## config.mk

```make
export PLATFORM = sky130hd
export DESIGN_NAME = abro_rendezvous_ctrl
export DESIGN_NICKNAME = d
export VERILOG_FILES = /design/src/rtl/abro_pkg.sv /design/src/rtl/abro_timer.sv /design/src/rtl/abro_rendezvous_ctrl.sv
export SDC_FILE = /design/constraint.sdc
export NUM_CORES = 1
export LEC_CHECK = 0
export CORE_ASPECT_RATIO = 0.6
export CORE_MARGIN = 8
export CORE_UTILIZATION = 46
export DETAILED_ROUTE_END_ITERATION = 8
export PLACE_DENSITY = 0.79
export SETUP_SLACK_MARGIN = 0.02
export SYNTH_ARGS = -nofsm -noshare
export SYNTH_HDL_FRONTEND = slang
export SYNTH_SLANG_ARGS = --single-unit
```

## constraint.sdc

```tcl
create_clock -name clk -period 1.55 [get_ports clk]
set_input_delay 0.31 -clock clk [delete_from_list [all_inputs] [get_ports clk]]
set_output_delay 0.31 -clock clk [all_outputs]
set_load 0.02 [all_outputs]
```

## src/rtl/abro_pkg.sv

```systemverilog
// Shared definitions for the a/b arrival FSM family: state encoding and
// handshake counter width.
package abro_pkg;

  typedef enum logic [1:0] {
    ST_IDLE    = 2'd0,
    ST_COLLECT = 2'd1,
    ST_FIRE    = 2'd2,
    ST_TOUT    = 2'd3
  } abro_state_e;

  localparam int FIRE_CNT_W = 8;

endpackage

```

## src/rtl/abro_timer.sv

```systemverilog
// Arrival timeout counter: counts while enabled, flags the last allowed cycle.
// A TMO_MAX of zero disables expiry entirely.
module abro_timer #(
  parameter int TMO_W   = 8,
  parameter int TMO_MAX = 200
) (
  input  logic clk,
  input  logic clr,
  input  logic en,
  output logic expired
);

  localparam logic [TMO_W-1:0] LP_LAST = (TMO_MAX == 0) ? '0 : TMO_W'(TMO_MAX - 1);

  logic [TMO_W-1:0] r_count;

  always_ff @(posedge clk) begin
    if (clr) begin
      r_count <= '0;
    end else if (en) begin
      r_count <= r_count + TMO_W'(1);
    end
  end

  assign expired = (TMO_MAX != 0) && (r_count == LP_LAST);

endmodule

```

## src/rtl/abro_rendezvous_ctrl.sv

```systemverilog
// N-way rendezvous: collects requester arrivals in any order, raises z once
// all have arrived and holds it until ack; clr or a timeout abandon the round.
module abro_rendezvous_ctrl
  import abro_pkg::*;
#(
  parameter int N       = 2,
  parameter int TMO_W   = 8,
  parameter int TMO_MAX = 200
) (
  input  logic                  clk,
  input  logic                  reset,
  input  logic [N-1:0]          req,
  input  logic                  clr,
  input  logic                  ack,
  output logic                  z,
  output logic [N-1:0]          seen,
  output logic                  busy,
  output logic                  timeout,
  output logic [FIRE_CNT_W-1:0] fire_cnt
);

  abro_state_e           r_state;
  logic [N-1:0]          r_seen;
  logic [FIRE_CNT_W-1:0] r_fire_cnt;

  logic [N-1:0] w_nxt;
  logic         w_all;
  logic         w_req_all;
  logic         w_expired;
  logic         w_tmr_clr;
  logic         w_tmr_en;

  assign w_nxt     = r_seen | req;
  assign w_all     = &w_nxt;
  assign w_req_all = &req;

  // Timer only runs in COLLECT; leaving COLLECT rearms it to zero so the
  // next round always starts counting from the first arrival edge.
  assign w_tmr_clr = reset || clr || (r_state != ST_COLLECT);
  assign w_tmr_en  = (r_state == ST_COLLECT) && !w_all && !w_expired;

  abro_timer #(
    .TMO_W  (TMO_W),
    .TMO_MAX(TMO_MAX)
  ) u_timer (
    .clk    (clk),
    .clr    (w_tmr_clr),
    .en     (w_tmr_en),
    .expired(w_expired)
  );

  always_ff @(posedge clk) begin
    if (reset) begin
      r_state    <= ST_IDLE;
      r_seen     <= '0;
      r_fire_cnt <= '0;
    end else if (clr) begin
      r_state <= ST_IDLE;
      r_seen  <= '0;
    end else begin
      case (r_state)
        ST_IDLE: begin
          if (req != '0) begin
            r_seen  <= req;
            r_state <= w_req_all ? ST_FIRE : ST_COLLECT;
          end
        end
        ST_COLLECT: begin
          // Completion beats expiry when both land on the same edge.
          r_seen <= w_nxt;
          if (w_all) begin
            r_state <= ST_FIRE;
          end else if (w_expired) begin
            r_state <= ST_TOUT;
          end
        end
        ST_FIRE: begin
          if (ack) begin
            r_seen     <= '0;
            r_fire_cnt <= r_fire_cnt + FIRE_CNT_W'(1);
            r_state    <= ST_IDLE;
          end
        end
        ST_TOUT: begin
          r_seen  <= '0;
          r_state <= ST_IDLE;
        end
        default: begin
          r_seen  <= '0;
          r_state <= ST_IDLE;
        end
      endcase
    end
  end

  assign z        = (r_state == ST_FIRE);
  assign busy     = (r_state == ST_COLLECT) || (r_state == ST_FIRE);
  assign timeout  = (r_state == ST_TOUT);
  assign seen     = r_seen;
  assign fire_cnt = r_fire_cnt;

endmodule

```

==> flow_metrics.py <==
metrics = {
    "sta": {
        "fin_skew_ns": 0.00583,
        "period_minus_slack_ns": 1.59,
        "hold_slack_ns": 0.527,
        "maxSlewViolCount": 0,
        "min_period_over_period": 1.03,
        "rsz0062_at_grt": "true",
        "slew_headroom": 0.752,
        "setup-tns-final_ns": -0.127,
        "hold_violations": 0,
        "layout_setup_ws_ns": -0.0445,
        "setup_violations": 5,
        "tightestPinTransition_ns": 0.371,
        "fmax_ghz": 0.627,
    },
    "synth": {
        "synthXorXnorAreaFrac": 0.0834,
        "syn_avg_cell_area_um2": 8.90,
        "synth.distinct_cells": 35,
        "synth_edf_count": 0,
        "ys_warn_count": 0,
        "yosysSeqAreaShare": 0.381,
        "netlist_instances": 118,
        "synth_mux_area_frac": 0.0286,
        "yosys.area_share.simple": 0.231,
        "synth_fa_ha_area_frac": 0.0834,
        "yosysTopAreaCell": "dfxtp_1",
        "synth_area_leaders": "dfxtp_1 (38%), ha_1 (8.3%), nor2_1 (5.4%), a21oi_1 (4.3%), nand2_1 (4.3%)",
        "synth_top_family_by_area": "simple AND/OR/NAND/NOR gates",
        "synth_compound_area_frac": 0.155,
        "synth_async_sr_flop_share": 0,
        "netlist_area_um2": 1050,
        "ys_ff_latch": 20,
        "synth_top_area_share": 0.381,
        "ys.flop_type": "dfxtp_1",
        "synth_nets": 131,
    },
    "clock_network": {
        "cts.sinks": 20,
        "ctsHoldBuffers": 0,
        "cts_max_level": 1,
        "worstSkewPairLatency_ns": 0.26,
        "cts_buffer_depth": 2,
        "path_clk_slew_ns": 0.07,
        "cts_made_buffers": 3,
        "cts_tree": "done",
        "root_buffer": "clkbuf_8",
    },
    "power": {
        "powerDensity_nw_per_um2": 690,
        "p_leak_uw": 0.000651,
        "vdd_ir_drop_max_mv": 0.503,
    },
    "place": {
        "port_buffers": 18,
        "place_inst": 186,
        "hpwl_mm": 2.03,
        "routabilityCongestion": 0.869,
    },
    "cells_and_area": {
        "mostFrequentLayoutCells": "buf_4 (27), dfxtp_1 (16), nor2_1 (15)",
        "fin_nets": 178,
        "area_growth_pct": 50.5,
        "final_common_cell": "buf_4",
        "num_antenna_cells": 0,
        "final_cells": 193,
        "drive_above_1_share": 0.368,
    },
    "global_routing": {
        "antenna_found_initial": 0,
        "grt_pass1_vias": 950,
        "grt_max_degree": 11,
        "grt.total_usage": 0.140,
        "grt_overflow": 0,
        "grt_pass1_wl_mm": 4.58,
    },
    "floorplanning": {
        "io_pins": 19,
        "fp.dieW_um": 77.7,
        "core_area_um2": 2160,
        "die_area_um2": 4120,
        "std_cell_rows": 13,
        "initial_utilization": 0.485,
        "die_h_um": 53.0,
    },
    "flow_run": {
        "maxCapViolCount": 0,
    },
    "critical_path": {
        "crit_path_start_kind": "flip-flop",
        "endpoint_kind": "flip-flop",
        "path_max_fanout": 6,
        "path_class": "flip-flop to flip-flop",
        "crit_arrival_ns": 1.74,
        "cp.required_ns": 1.70,
    },
    "detailed_routing": {
        "routed_via_density": 5.46,
        "drt-total-wl_mm": 3.07,
        "dr.pass1.iters": 4,
        "drc": 0,
        "wl_per_cell_um": 15.9,
        "dr.first_iter.drc_count": 137,
        "ant_nets": 0,
        "vias": 1053,
    },
    "worst_hold_path": {
        "hp-class": "flip-flop to flip-flop",
    },
    "outcome": {
        "outcome": "complete, but fails checks",
        "violations": "negative setup slack",
    },
}
cells in the mapped netlist (2+ instances only):
library cell / instances
xor2_1: 5
a21oi_1: 9
ha_1: 7
inv_1: 4
clkbuf_1: 2
o31ai_1: 2
dfxtp_1: 20
xnor2_1: 5
a211oi_1: 3
nand3_1: 2
nand4_1: 4
or4_1: 2
mux2i_1: 3
o21ai_0: 2
nand2_1: 12
or3_2: 2
nor2_1: 15
nor3_1: 2
where the power goes:
| part | internal [µW] | switching (µW) |
|---|---|---|
| clock network | 173 | 169 |
| registers | 520 | 6.45 |
| logic | 109 | 113 |
| total | 803 | 288 |
state kept, by name, summed over array words and instances, names as in the netlist:
signal / count
seen: 2
r_state: 2
u_timer.r_count: 8
fire_cnt: 8
final timing paths:
| kind | start | endpoint | slack (ns) | depth (start not counted) |
|---|---|---|---|---|
| worst min-delay path | u_timer.r_count[2] | u_timer.r_count[2] | 0.53 | 2 |
| worst max register to register | r_state[0] | seen[1] | -0.04 | 7 |
| worst min register to register | u_timer.r_count[2] | u_timer.r_count[2] | 0.53 | 2 |
| worst max-delay path | r_state[0] | seen[1] | -0.04 | 7 |
worst max-delay path, cell delays in order (launching register included):
cell and delay, ns:
dfxtp_1 0.32, inv_1 0.11, ha_1 0.18, nor3b_4 0.23, a21oi_4 0.08, buf_4 0.14, buf_4 0.13, a211oi_1 0.29
metrics by stage:
step                total power, µW  instance area [µm²]  utilization  setup slack [ns]
finish                         1090                 1580        0.730           -0.0445
global route                   1130                 1580        0.730            -0.121
CTS                            1060                 1520        0.704            0.0126
detailed placement              715                 1430        0.661            -0.360
global placement                709                 1430        0.661            -0.288
floorplan                       636                 1060            -           -0.0241
per-layer routing:
metal / part of all wire / vias to the layer above / GRT usage
li1: - / 513 / -
met1: 0.44 / 495 / 0.169
met2: 0.45 / 36 / 0.226
met3: 0.085 / 9 / 0.0507
met4: 0.019 / 0 / 0.0559
met5: 0 / - / 0
final cells by class:
cell class	count	area [µm²]
fillers	150	583
inverters	4	15.0
flip-flops and latches	20	405
repair buffers	46	372
clock buffers	3	41.3
well taps	30	37.5
multi-input cells	90	709
kinds of logic after synthesis:
family / after synthesis
AO/OA/AOI/OAI: 22
XOR/XNOR: 10
adder cells (fa/ha/maj): 7
buffers and inverters: 8
flip-flops: 20
multiplexers: 3
AND/OR/NAND/NOR: 48
repair_timing:
| item | in CTS | in global routing |
|---|---|---|
| resized for setup | 30 | 13 |
| endpoints found under the setup margin | 18 | 16 |
| buffers inserted | 1 | 3 |
| pin swaps | 6 | 5 |
Power figures use the tool's default switching activity.
